===== config.mk =====
export PLATFORM = sky130hd
export DESIGN_NAME = mux16_scan_capture
export DESIGN_NICKNAME = d
export VERILOG_FILES = /design/src/rtl/mux_scan_pkg.sv /design/src/rtl/mux_scan_dwell.sv /design/src/rtl/mux16_scan_capture.sv
export SDC_FILE = /design/constraint.sdc
export NUM_CORES = 1
export LEC_CHECK = 0
export ABC_AREA = 1
export ABC_CLOCK_PERIOD_IN_PS = 2900
export BUFFER_PORTS_ARGS = -buffer_cell sky130_fd_sc_hd__buf_4
export CAP_MARGIN = 40
export CORE_MARGIN = 3
export CORE_UTILIZATION = 44
export DETAILED_ROUTE_END_ITERATION = 10
export HOLD_SLACK_MARGIN = 0.02
export PLACE_DENSITY = 0.73
export SYNTH_ARGS = -nofsm -noshare
export SYNTH_HDL_FRONTEND = slang
export SYNTH_HIERARCHICAL = 1
export SYNTH_SLANG_ARGS = --single-unit

===== constraint.sdc =====
create_clock -name clk -period 2.9 [get_ports clk]
set_input_delay 0.29 -clock clk [delete_from_list [all_inputs] [get_ports clk]]
set_output_delay 0.29 -clock clk [all_outputs]
set_load 0.03 [all_outputs]

===== src/rtl/mux_scan_pkg.sv =====
// Shared constants and state encoding for the 16:1 mux scan/capture stage.
package mux_scan_pkg;

    localparam int unsigned NUM_CH  = 16;  // mux channels
    localparam int unsigned SEL_W   = 4;   // log2(NUM_CH)
    localparam int unsigned DWELL_W = 4;   // dwell counter width, SETTLE <= 15

    typedef enum logic [1:0] {
        IDLE = 2'd0,
        SCAN = 2'd1,
        HOLD = 2'd2
    } state_t;

endpackage


===== src/rtl/mux_scan_dwell.sv =====
// Per-channel dwell counter for the mux scan sequencer.
// Counts 0..SETTLE while enabled. done is registered and is high when dwell == SETTLE.
// Ports: clk, rst_n (async active-low), clr (restart at 0), en (advance), done.
module mux_scan_dwell
    import mux_scan_pkg::*;
#(
    parameter int unsigned SETTLE = 1
) (
    input  logic clk,
    input  logic rst_n,
    input  logic clr,
    input  logic en,
    output logic done
);

    localparam logic [DWELL_W-1:0] SETTLE_V   = DWELL_W'(SETTLE);
    localparam logic               DONE_AT_0  = (SETTLE == 0);

    logic [DWELL_W-1:0] dwell;

    // done is computed from the next count so it lines up with dwell
    always_ff @(posedge clk or negedge rst_n) begin
        if (!rst_n) begin
            dwell <= '0;
            done  <= DONE_AT_0;
        end else if (clr) begin
            dwell <= '0;
            done  <= DONE_AT_0;
        end else if (en) begin
            dwell <= dwell + DWELL_W'(1);
            done  <= ((dwell + DWELL_W'(1)) == SETTLE_V);
        end
    end

endmodule


===== src/rtl/mux16_scan_capture.sv =====
// Scan sequencer and serial-to-parallel capture around a 16:1 bit mux.
// Steps sel through 0..15, dwells SETTLE+1 cycles per channel, samples mux_y on
// the last dwell cycle, and presents the 16 samples as one frame with valid/ready.
// Ports:
//   clk, rst_n        clock, asynchronous active-low reset
//   start             begin a scan (only honoured in IDLE)
//   mux_y             mux output for the current sel
//   sel               mux select
//   busy              high in SCAN and HOLD
//   frame             captured frame, bit i sampled while sel == i
//   frame_valid       frame on offer (HOLD)
//   frame_ready       consumer accepts frame
// Build option: define MUX_SCAN_CONT_EN to rescan immediately after each
// accepted frame instead of returning to IDLE.
module mux16_scan_capture
    import mux_scan_pkg::*;
#(
    parameter int unsigned SETTLE = 1
) (
    input  logic              clk,
    input  logic              rst_n,
    input  logic              start,
    input  logic              mux_y,
    output logic [SEL_W-1:0]  sel,
    output logic              busy,
    output logic [NUM_CH-1:0] frame,
    output logic              frame_valid,
    input  logic              frame_ready
);

    localparam logic [SEL_W-1:0] SEL_LAST = SEL_W'(NUM_CH - 1);

    state_t              state_q, state_d;
    logic [SEL_W-1:0]    sel_d;
    logic                busy_d;
    logic                fv_d;
    logic [NUM_CH-1:0]   frame_d;
    logic [NUM_CH-1:0]   shadow_q, shadow_d;
    logic                dwell_clr;
    logic                dwell_en;
    logic                dwell_done;

    // Dwell timing per channel
    mux_scan_dwell #(
        .SETTLE (SETTLE)
    ) u_dwell (
        .clk   (clk),
        .rst_n (rst_n),
        .clr   (dwell_clr),
        .en    (dwell_en),
        .done  (dwell_done)
    );

    // State and output registers
    always_ff @(posedge clk or negedge rst_n) begin
        if (!rst_n) begin
            state_q     <= IDLE;
            sel         <= '0;
            busy        <= 1'b0;
            frame_valid <= 1'b0;
            frame       <= '0;
            shadow_q    <= '0;
        end else begin
            state_q     <= state_d;
            sel         <= sel_d;
            busy        <= busy_d;
            frame_valid <= fv_d;
            frame       <= frame_d;
            shadow_q    <= shadow_d;
        end
    end

    // Next-state and next-output logic
    always_comb begin
        state_d   = state_q;
        sel_d     = sel;
        busy_d    = busy;
        fv_d      = frame_valid;
        frame_d   = frame;
        shadow_d  = shadow_q;
        dwell_clr = 1'b0;
        dwell_en  = 1'b0;

        case (state_q)
            IDLE: begin
                dwell_clr = 1'b1;
                sel_d     = '0;
                if (start) begin
                    state_d = SCAN;
                    busy_d  = 1'b1;
                end
            end

            SCAN: begin
                if (dwell_done) begin
                    shadow_d[sel] = mux_y;
                    dwell_clr     = 1'b1;
                    if (sel == SEL_LAST) begin
                        // last channel: include the sample taken this cycle
                        frame_d = shadow_d;
                        fv_d    = 1'b1;
                        state_d = HOLD;
                    end else begin
                        sel_d = sel + SEL_W'(1);
                    end
                end else begin
                    dwell_en = 1'b1;
                end
            end

            HOLD: begin
                dwell_clr = 1'b1;
                if (frame_valid && frame_ready) begin
                    fv_d  = 1'b0;
                    sel_d = '0;
`ifdef MUX_SCAN_CONT_EN
                    state_d = SCAN;
                    busy_d  = 1'b1;
`else
                    state_d = IDLE;
                    busy_d  = 1'b0;
`endif
                end
            end

            default: begin
                state_d   = IDLE;
                sel_d     = '0;
                busy_d    = 1'b0;
                fv_d      = 1'b0;
                dwell_clr = 1'b1;
            end
        endcase
    end

endmodule

# Word level (Yosys, flattened, before mapping)

Index checks and enable logic that the tools add are counted.

Register bits: 45
Output and inout bits: 22
Word-level logic and storage cells: 59

$add $sub $neg: 2
Magnitude comparators: 2
Eq/ne operators: 9
Multiplexer cells: 26
Bitwise gates (word level): 2
Reductions and logical operators: 10

Operators with widths:

| operator            | number |
|---|---|
| $mux 4              | 5 |
| $bwmux 16           | 1 |
| $mux 1              | 11 |
| $reduce_and 3->1    | 3 |
| $add 4x1->4 const B | 2 |
| $mux 2              | 4 |
| $ne 2x2->1 const B  | 4 |
| $pmux 4 s2          | 1 |
| $reduce_and 4->1    | 2 |
| $pmux 1 s3          | 2 |
| $pmux 2 s3          | 1 |
| $lt 4x5->1 const B  | 1 |
| $demux 1 s4         | 1 |
| $eq 4x1->1 const B  | 1 |
| $eq 4x4->1 const B  | 1 |
| $ge 4x1->1 const B  | 1 |
| $eq 2x1->1 const B  | 1 |
| $eq 2x2->1 const B  | 1 |
| $logic_and 1x1->1   | 2 |
| $logic_not 2->1     | 1 |
| $ne 2x1->1 const B  | 1 |
| $not 1->1           | 2 |
| $reduce_and 2->1    | 1 |
| $reduce_bool 2->1   | 1 |

# Logic depth before layout (Yosys ltp)

Gate-level depths: netlist (run 1).

Word-level depth: 5
Gate-level depth with buffers: 8
Depth with buffers taken out: 8

# By module

Netlist (run 1), hierarchy kept.

Modules (own cells, without submodules):

| module             | times used | cells each | area an instance (um2) |
|---|---|---|---|
| mux16_scan_capture | 1          | 255        | 1986.9 |
| mux_scan_dwell     | 1          | 37         | 277.8 |

# Worst setup path after synthesis (run 1)

OpenSTA, ideal clock, no wires.

Path type: flip-flop to flip-flop
Start: register sel[1]
End: register frame[10]
Setup time: 117 ps
Arrival: 1565 ps
Data required time: 2783 ps
Slack: 1218 ps
Stages on the path, launching flop included: 8
Buffers on the path: 1
Period minus slack after synthesis: 1682 ps
Path through: dfrtp_1 > ha_1 > nand3_1 > nor2_8 > inv_4 > buf_6 > nand2_1 > nand2_1

Longest elaborated chain between the ends: 5
Elaborated cells between the ends (all ways): 8
Classes of those cells: order compare (2); eq/ne (1); mux (3); reduce/logical (2)

Ends and longest elaborated chain:

| element                                                        | RTL line                 | text |
|---|---|---|
| from (decl)                                                    | mux16_scan_capture.sv:24 | `output logic [SEL_W-1:0] sel,` |
| from (signal assigned)                                         | mux16_scan_capture.sv:65 | `sel <= sel_d;` |
| $lt 4x5->1 (not written as such) or $ge 4x1->1 (tied branches) | mux16_scan_capture.sv:96 | `shadow_d[sel] = mux_y;` |
| $logic_and 1x1->1 (not written as such)                        | mux16_scan_capture.sv:96 |  |
| $mux 1 (not written as such)                                   | mux16_scan_capture.sv:96 |  |
| $demux 1 s4                                                    | mux16_scan_capture.sv:96 |  |
| $bwmux 16                                                      | mux16_scan_capture.sv:96 |  |
| to (signal assigned)                                           | mux16_scan_capture.sv:68 | `frame <= frame_d;` |
| to (decl)                                                      | mux16_scan_capture.sv:26 | `output logic [NUM_CH-1:0] frame,` |

Parallel ways exist; a longest one is shown, timed or not.
A chain may end at the register's enable or synchronous reset.

# Final worst setup path (run 1)

Start: register sel[1]
End: register frame[0]

The elaborated chain is that of the path after synthesis.

==> impl_metrics.json, run 1 <==
{
  "status": "finished clean",
  "p_seq_share_pct": 46.0,
  "synth-xor-area-share_pct": 0.387,
  "fin_worst_skew_ns": 0.00779,
  "wire_per_inst_um": 11.7,
  "reg2reg_depth": 6,
  "num_vias": 1892,
  "synth_fp_nets": 304,
  "critPathCaptureType": "flop",
  "start_kind": "flop",
  "rrSetupSlack_ns": 1.21,
  "ys_seq_area_share_pct": 49.7,
  "setup_viol": 0,
  "cts_sinks": 45,
  "ys_ff_latch": 45,
  "cap_viol_max_count": 0,
  "ios": 27,
  "rsz0062_at_grt": "false",
  "synth_area_leaders": "dfrtp_1, nand2_1, nand3_1, ha_1, inv_1",
  "cts_buffer_depth": 2,
  "n_antenna_cell": 0,
  "hold_end": "state_q[0]",
  "synthSimpleGateAreaFrac_pct": 35.0,
  "timing.final.crit_share_pct": 58.4,
  "cts_root_buf": "clkbuf_8",
  "area_growth_pct": 14.4,
  "cts_tree": "built",
  "grt_pass1_vias": 1802,
  "maxSlewViolCount": 0,
  "die_area_sq_mm": 0.00604,
  "min_period_ns": 1.69,
  "share_comb_of_total_power_pct": 34.3,
  "nets": 331,
  "grt_max_degree": 46,
  "synth_top_family_by_area": "simple AND/OR/NAND/NOR gates",
  "dr.pass1.iters": 4,
  "initial_core_util_pct": 46.7,
  "cp_num_buf_inv": 1,
  "synth_compound_area_share_pct": 4.64,
  "grt-ovfl-total": 0,
  "postRouteAntennaNets": 0,
  "reg2reg_to": "frame[0]",
  "min_from": "start",
  "first_iter_violations": 112,
  "synth-warning-count": 6,
  "hpwl_um": 3190,
  "synth_top_area_share_pct": 49.7,
  "cp_common_cell": "nand2_1",
  "p_int_mw": 1.18,
  "die_h_um": 77.7,
  "clkPwrFrac_pct": 19.7,
  "critPathArrivalTime_ns": 1.89,
  "hold_violations": 0,
  "critPathMaxStageDelay_ns": 0.49,
  "cts_buffers": 5,
  "muxShareOfSynthArea_pct": 0,
  "antenna_found_initial": 0,
  "fmax_ghz": 0.591,
  "worstHoldPathCells": 3,
  "totalWireLength_um": 4540,
  "synth_top_cell_by_area": "dfrtp_1",
  "synthAdderAreaFrac_pct": 3.87,
  "rows": 25,
  "syn_area_per_cell_sq_um": 7.76,
  "worst_slew_pin_slew_ns": 0.560,
  "crit_family": "simple AND/OR/NAND/NOR gates",
  "grt_use_total_pct": 16.9,
  "design.core.area_sq_mm": 0.00485,
  "drt-vias-per-instance": 4.89,
  "cp_data_required_time_ns": 3.09,
  "drc": 0,
  "clk_latency_ns": 0.30,
  "power.leakage_nw": 1.34,
  "power_mw": 1.93,
  "crit_type": "reg -> reg",
  "postSynthCellCount": 292,
  "min_path_type": "in -> reg",
  "cts_resized": 0,
  "gp_congestion": 0.793,
  "cpMaxStageDelayCell": "dfrtp_1",
  "r2r-start": "sel[1]",
  "synth_cell_type_count": 21,
  "clk_pin_slew_worst_paths_ns": 0.08,
  "max-vdd-ir-drop_v": 0.000440,
  "dieWidth_um": 77.7,
  "synth_area_sq_mm": 0.00226,
  "path_cells": "ha_1 > nand3_1 > nor2_8 > inv_4 > nand2_1 > nand2_1",
  "switching_share_pct": 38.6,
  "cp_max_fo": 17,
  "layout-drive-gt1-share_pct": 12.8,
  "p_sw_mw": 0.746,
  "htree_levels": 2,
  "port_buffers": 26,
  "power.density_mw_per_mm2": 745,
  "grt_pass1_wl_um": 8270,
  "finalSetupTns_ns": 0,
  "slew_headroom_pct": 62.7
}
==> cells in the final DEF, fill, tap and decap left out <==
master,instances
buf_4,26
clkbuf_1,2
clkbuf_8,5
clkinvlp_4,1
dfrtp_1,45
dlygate4sd3_1,1
ha_1,7
inv_1,21
inv_2,3
inv_4,1
nand2_1,144
nand2_4,1
nand3_1,33
nand4_1,4
nor2_1,2
nor2_2,2
nor2_4,1
nor2_8,1
o21ai_0,12
o21ai_1,3
o21bai_1,4
xor2_1,1
==> flip-flops by register name, indices dropped and copies added, names as in the netlist <==
name           cells
busy               1
sel                4
shadow_q          16
frame_valid        1
state_q            2
u_dwell/done       1
frame             16
u_dwell/dwell      4
==> cell families (layout without fill, tap and decap cells) <==
| family | after synthesis | count (layout) |
|---|---|---|
| AO/OA/AOI/OAI | 19 | 19 |
| XOR/XNOR | 1 | 1 |
| adder cells (fa/ha/maj) | 7 | 7 |
| buffers and inverters | 32 | 60 |
| flip-flops | 45 | 45 |
| AND/OR/NAND/NOR | 188 | 188 |
==> through the flow <==
stage	util (%)	instances	hold WS, ns	setup WS, ns	cell area, sq um
after floorplan	-	292	-0.00559	1.22	2260
after global placement	51.5	378	0.321	1.23	2500
after detailed placement	51.5	378	0.327	1.23	2500
after CTS	53.4	387	0.258	1.21	2590
after global routing	53.4	387	0.293	1.02	2590
final	53.4	387	0.267	1.21	2590
==> per-layer routing <==
layer | GRT usage (%) | vias up | share of wire, %
met5 | 0 | - | 0
met4 | 6.05 | 0 | 1.7
met3 | 3.83 | 8 | 4.3
met2 | 27.2 | 35 | 45
met1 | 22.4 | 885 | 49
li1 | - | 964 | -
==> synth_stat cells, drive strengths merged <==
cell / count
xor2: 1
clkbuf: 2
ha: 7
nand2: 145
o21bai: 4
o21ai: 15
inv: 25
nand4: 4
buf: 5
nor2: 6
nand3: 33
dfrtp: 45
==> what timing repair did <==
action	in CTS	in global routing
hold buffers	1	0
setup endpoints to repair	0	0
setup buffers	0	0
endpoints found under the hold margin	45	0
==> power by group through the flow <==
stage	combinational (mW)	clock, mW	sequential [mW]
2_1_floorplan	0.476	0	0.916
5_1_grt	0.776	0.416	0.909
3_3_place_gp	0.642	0	0.897
4_1_cts	0.666	0.395	0.888
3_5_place_dp	0.665	0	0.895
6_report	0.662	0.379	0.888
==> how the worst max path moves through the flow <==
stage               startpoint         to  slack (ns)  cells past startpoint
finish                  sel[1]   frame[0]        1.21                      6
global route            sel[1]  frame[10]        1.02                      6
CTS                     sel[1]   frame[6]        1.21                      6
global placement        sel[0]  frame[10]        1.23                      6
detailed placement      sel[1]   frame[2]        1.23                      6
floorplan               sel[1]  frame[10]        1.22                      7
==> tightest hold or removal path: cells and delay by family <==
kind                   cells  cell delay, ns
buffers and inverters      1            0.08
AND/OR/NAND/NOR            2            0.16
==> cell type report <==
class | instances | area, sq um
fill | 471 | 2260
sequential | 45 | 1130
multi-input combinational | 215 | 995
timing repair buffer | 27 | 205
inverter | 25 | 96.3
tap | 67 | 83.8
clock buffer | 7 | 76.3
clock inverter | 1 | 7.51
Note: power is estimated with default switching activity, not from simulation.
==> inputs of run 2 (changes only) <==
--- a/config.mk
+++ b/config.mk
@@ -5,8 +5,8 @@
 export SDC_FILE = /design/constraint.sdc
 export NUM_CORES = 1
 export LEC_CHECK = 0
-export ABC_AREA = 1
-export ABC_CLOCK_PERIOD_IN_PS = 2900
+export ABC_AREA = 0
+export ABC_CLOCK_PERIOD_IN_PS = 1700
 export BUFFER_PORTS_ARGS = -buffer_cell sky130_fd_sc_hd__buf_4
 export CAP_MARGIN = 40
 export CORE_MARGIN = 3
==> constraint.sdc (replaced) <==
create_clock -name clk -period 1.7 [get_ports clk]
set_input_delay 0.17 -clock clk [delete_from_list [all_inputs] [get_ports clk]]
set_output_delay 0.17 -clock clk [all_outputs]
set_load 0.03 [all_outputs]
==> impl_metrics.json, run 2 <==
{
  "cp_max_fo": 9,
  "fmax_ghz": 0.613,
  "area_growth_pct": 21.9,
  "p_seq_share_pct": 40.3,
  "dr.pass1.iters": 4,
  "clk_pin_slew_worst_paths_ns": 0.08,
  "critPathMaxStageDelay_ns": 0.47,
  "synth_fp_nets": 183,
  "first_iter_violations": 60,
  "final_common_cell": "dfrtp_1",
  "critPathCaptureType": "flop",
  "grt-ovfl-total": 0,
  "worstHoldPathCells": 4,
  "cts_buffer_depth": 2,
  "synth_area_leaders": "dfrtp_1, mux2_2, mux2_4, nand3_1, ha_1",
  "hpwl_um": 2640,
  "design.core.area_sq_mm": 0.00456,
  "synth-warning-count": 6,
  "top_regs": "frame x16, shadow_q x16",
  "rrSetupSlack_ns": 0.07,
  "totalWireLength_um": 3960,
  "multi_input_comb_area_sq_um": 968,
  "slew_headroom_pct": 62.8,
  "status": "finished clean",
  "cp_data_required_time_ns": 1.89,
  "max-vdd-ir-drop_v": 0.000888,
  "setup_viol": 0,
  "fillers": 389,
  "postRouteAntennaNets": 0,
  "power.density_mw_per_mm2": 1690,
  "cts_resized": 0,
  "final.setup.worst_slack_ns": 0.0697,
  "min_from": "frame_ready",
  "holdWs_ns": 0.119,
  "path_cells": "ha_4 > and2_4 > and4_4 > buf_12 > mux2_4",
  "htree_levels": 2,
  "wire_per_inst_um": 14.5,
  "syn_area_per_cell_sq_um": 12.7,
  "cts_buffers": 5,
  "clk_latency_ns": 0.30,
  "maxSlewViolCount": 0,
  "wl_met2_um": 1860,
  "dpl_cell_area_sq_mm": 0.00246,
  "synth_cell_type_count": 37,
  "dr_wl_met3_um": 167,
  "gp_congestion": 0.790,
  "antenna_found_initial": 0,
  "hold_end": "frame_valid",
  "top_layer": "met4",
  "nets": 218,
  "fin_worst_skew_ns": 0.00842,
  "met1_length_um": 1860,
  "switching_share_pct": 35.3,
  "reg2reg_to": "frame[5]",
  "initial_core_util_pct": 47.6,
  "drt-vias-per-instance": 5.21,
  "port_buffers": 26,
  "hold_violations": 0,
  "p_int_mw": 2.90,
  "start_kind": "flop",
  "postSynthCellCount": 171,
  "synth_area_sq_mm": 0.00217,
  "n_antenna_cell": 0,
  "synth_top_area_share_pct": 51.8,
  "crit_type": "reg -> reg",
  "synth_top_cell_by_area": "dfrtp_1",
  "power.leakage_nw": 1.24,
  "drc": 0,
  "p_sw_mw": 1.58,
  "cap_viol_max_count": 0,
  "synth.most_common_cell": "dfrtp_1",
  "reg2reg_depth": 5,
  "ys_seq_area_share_pct": 51.8,
  "critPathArrivalTime_ns": 1.82,
  "fin_cells": 272,
  "grt_pass1_vias": 1381,
  "dieWidth_um": 76.3,
  "r2r-start": "sel[0]",
  "place_ws_ns": -0.00307,
  "ff_latch_area_sq_mm": 0.00113,
  "num_vias": 1416,
  "synthArstFlopShare_pct": 100,
  "worst_slew_pin_slew_ns": 0.558,
  "rows": 24,
  "grt_pass1_wl_um": 7000,
  "cts_root_buf": "clkbuf_8",
  "yosys-top-cells-count": "dfrtp_1, mux2_2, nand3_1",
  "cpMaxStageDelayCell": "dfrtp_2",
  "timing.final.crit_share_pct": 95.9,
  "layout-drive-gt1-share_pct": 44.0,
  "synth_edf_count": 0,
  "grt_max_degree": 46,
  "dp.cells": 261,
  "finalSetupTns_ns": 0,
  "synth_flop_cell": "dfrtp_1",
  "final_cell_mix": "dfrtp_1, buf_4, mux2_2, nand3_1, mux2_4",
  "die_area_sq_mm": 0.00582,
  "grt_use_total_pct": 15.0,
  "rsz0062_at_grt": "false",
  "share_comb_of_total_power_pct": 38.6,
  "cts_sinks": 45,
  "final_area_sq_mm": 0.00265,
  "cts_tree": "built",
  "ios": 27,
  "die_h_um": 76.3,
  "ys_ff_latch": 45,
  "min_period_ns": 1.63,
  "min_path_type": "in -> reg",
  "clkPwrFrac_pct": 21.1
}
[run 2: changes by cell type in the layout (fill, tap and decap cells not counted), sizes merged, moves of 4 or more]
cell / before / now
inv: 25 / 6
o21bai: 4 / 0
mux2: 0 / 36
nand3: 33 / 19
o21ai: 15 / 2
nand2: 145 / 4
buf: 26 / 37
[run 2: area by class of cell]
cell class / instances / share of cell area (%)
inverters: 6 / 0.851
flip-flops and latches: 45 / 42.6
clock inverters: 3 / 2.46
multi-input cells: 110 / 36.6
clock buffers: 5 / 2.60
repair buffers: 38 / 11.8
well taps: 65 / 3.07
[run 2: how the worst max path moves through the flow]
stage                     startpoint         to  slack (ns)  depth (start not counted)
after global routing          sel[0]   frame[7]        0.01                          5
final                         sel[0]   frame[5]        0.07                          5
after global placement        sel[0]   frame[4]        0.03                          4
after detailed placement      sel[0]   frame[2]      -0.003                          4
after CTS                     sel[0]   frame[5]        0.08                          5
after floorplan               sel[0]  frame[10]       -0.02                          6
[run 2: metal layers]
| layer | vias to the layer above | GRT usage [%] |
|---|---|---|
| met1 | 705 | 20.7 |
| met2 | 29 | 22.4 |
| met4 | 0 | 7.61 |
| li1 | 673 | - |
| met5 | - | 0 |
| met3 | 9 | 2.84 |
[run 2: through the flow]
step / power, mW / util (%)
after floorplan: 2.97 / -
after global placement: 3.51 / 54.0
after detailed placement: 3.54 / 54.0
after CTS: 4.52 / 58.0
after global routing: 4.78 / 58.0
final: 4.48 / 58.0
[run 2: logic make-up after synthesis]
group,Yosys count,synth area share [%]
and+or+nand+nor,47,12.0
DFF,45,51.8
muxes,38,21.3
buffers and inverters,16,4.26
AOI/OAI and AO/OA,13,4.55
adders and majority gates,7,4.03
xor gates and xnor gates,5,2.02
[run 2: power by group through the flow]
stage                     clock [mW]  sequential [mW]  combinational (mW)
final                          0.948             1.80                1.73
after global routing            1.03             1.86                1.89
after CTS                      0.970             1.80                1.75
after detailed placement           0             1.82                1.73
after global placement             0             1.80                1.71
after floorplan                    0             1.99               0.977
[run 2: timing repair]
action | 4_1_cts | 5_1_grt
hold buffers | 1 | 0
hold endpoints to repair | 45 | 0
endpoints found under the setup margin | 6 | 0
buffers inserted | 2 | 0
[run 2: critical path, delay by kind of cell (launching register included)]
family                     cells  cell delay (ns)
muxes                          1             0.30
and+or+nand+nor                2             0.41
adders and majority gates      1             0.19
buffers and inverters          1             0.15
DFF                            1             0.47
==> inputs of run 3 (changes only) <==
--- a/config.mk
+++ b/config.mk
@@ -14,6 +14,7 @@
 export DETAILED_ROUTE_END_ITERATION = 10
 export HOLD_SLACK_MARGIN = 0.02
 export PLACE_DENSITY = 0.73
+export RECOVER_POWER = 25
 export SYNTH_ARGS = -nofsm -noshare
 export SYNTH_HDL_FRONTEND = slang
 export SYNTH_HIERARCHICAL = 1
==> impl_metrics.json, run 3 (synthesized netlist as in run 2, its figures left out) <==
{
  "drc": 0,
  "start_kind": "flop",
  "die_area_sq_mm": 0.00582,
  "cp_data_required_time_ns": 1.89,
  "fmax_ghz": 0.614,
  "cpMaxStageDelayCell": "dfrtp_2",
  "layout-drive-gt1-share_pct": 44.0,
  "power_mw": 4.48,
  "path_cells": "ha_4 > and2_4 > and4_4 > buf_12 > mux2_4",
  "worst_slew_pin_slew_ns": 1.09,
  "timing.final.crit_share_pct": 95.9,
  "power.leakage_nw": 1.24,
  "top_regs": "frame x16, shadow_q x16",
  "port_buffers": 26,
  "postRouteAntennaNets": 0,
  "r2r-start": "sel[0]",
  "min_from": "frame_ready",
  "nets": 218,
  "fillers": 389,
  "hold_violations": 0,
  "cts_root_buf": "clkbuf_8",
  "die_h_um": 76.3,
  "final.setup.worst_slack_ns": 0.0701,
  "max-vdd-ir-drop_v": 0.000885,
  "fin_util_pct": 57.9,
  "clk_pin_slew_worst_paths_ns": 0.08,
  "n_antenna_cell": 0,
  "cp_max_fo": 9,
  "ff_latch_area_sq_mm": 0.00113,
  "cap_viol_max_count": 0,
  "holdWs_ns": 0.120,
  "htree_levels": 2,
  "cts_buffer_depth": 2,
  "min_period_ns": 1.63,
  "multi_input_comb_area_sq_um": 968,
  "cts_buffers": 5,
  "grt_use_total_pct": 15.0,
  "maxSlewViolCount": 0,
  "gp_congestion": 0.790,
  "num_vias": 1414,
  "grt_pass1_wl_um": 7000,
  "setup_viol": 0,
  "place_ws_ns": -0.00307,
  "first_iter_violations": 63,
  "critPathCaptureType": "flop",
  "hpwl_um": 2640,
  "slew_headroom_pct": 27.6,
  "antenna_found_initial": 0,
  "clk_latency_ns": 0.30,
  "status": "finished clean",
  "totalWireLength_um": 3940,
  "wire_per_inst_um": 14.5,
  "grt-ovfl-total": 0,
  "min_path_type": "in -> reg",
  "startpoint": "sel[0]",
  "final_area_sq_mm": 0.00265,
  "rsz0062_at_grt": "false",
  "rows": 24,
  "final_common_cell": "dfrtp_1",
  "dpl_cell_area_sq_mm": 0.00246,
  "drt-vias-per-instance": 5.20,
  "ios": 27,
  "cts_sinks": 45,
  "critPathMaxStageDelay_ns": 0.47,
  "dr.pass1.iters": 5,
  "critPathArrivalTime_ns": 1.82,
  "final_cell_mix": "dfrtp_1, buf_4, mux2_2, nand3_1, mux2_4",
  "design.core.area_sq_mm": 0.00456,
  "grt_pass1_vias": 1381,
  "initial_core_util_pct": 47.6,
  "crit_type": "reg -> reg",
  "fin_worst_skew_ns": 0.00842,
  "grt_max_degree": 46,
  "dieWidth_um": 76.3,
  "area_growth_pct": 21.8,
  "power.density_mw_per_mm2": 1690,
  "cts_tree": "built"
}
[run 3: repair_timing]
action / in CTS / in global routing
gates resized for setup: 0 / 0
endpoints found under the setup margin: 6 / 0
hold endpoints to repair: 45 / 0
hold buffers: 1 / 0
buffers inserted: 2 / 0
[run 3: final cells by class]
class | count | share of cell area [%]
tap | 65 | 3.07
timing repair buffer | 38 | 11.7
clock inverter | 3 | 2.46
clock buffer | 5 | 2.60
sequential | 45 | 42.7
multi-input combinational | 110 | 36.6
inverter | 6 | 0.851
[run 3: power by group]
part,internal [mW],switching [mW]
Combinational,0.854,0.873
Clock,0.584,0.363
Sequential,1.46,0.343
[run 3: final timing paths]
path / endpoint / slack (ns) / depth (start not counted)
max: frame[5] / 0.07 / 5
min: frame_valid / 0.12 / 4
max reg2reg: frame[5] / 0.07 / 5
min reg2reg: shadow_q[3] / 0.51 / 1
max in group asynchronous: sel[0] / 0.37 / 2
min in group asynchronous: frame[10] / 0.60 / 2
[run 3: metal layers]
layer / vias up / global-route usage [%] / part of all wire, %
li1: 672 / - / -
met1: 704 / 20.7 / 47
met2: 29 / 22.4 / 47
met3: 9 / 2.84 / 4.2
met4: 0 / 7.61 / 1.6
met5: - / 0 / 0
[run 3: per-stage QoR]
step	std cells	TNS, ns
final	272	0
after global routing	272	0
after CTS	272	0
after detailed placement	261	-0.00307
after global placement	261	0
after floorplan	171	-0.183
[run 3: worst max-delay path, delay by kind of cell (launching register included)]
family	cells	cell delay [ns]
adders and majority gates	1	0.19
buffers and inverters	1	0.15
DFF	1	0.47
muxes	1	0.30
and+or+nand+nor	2	0.41
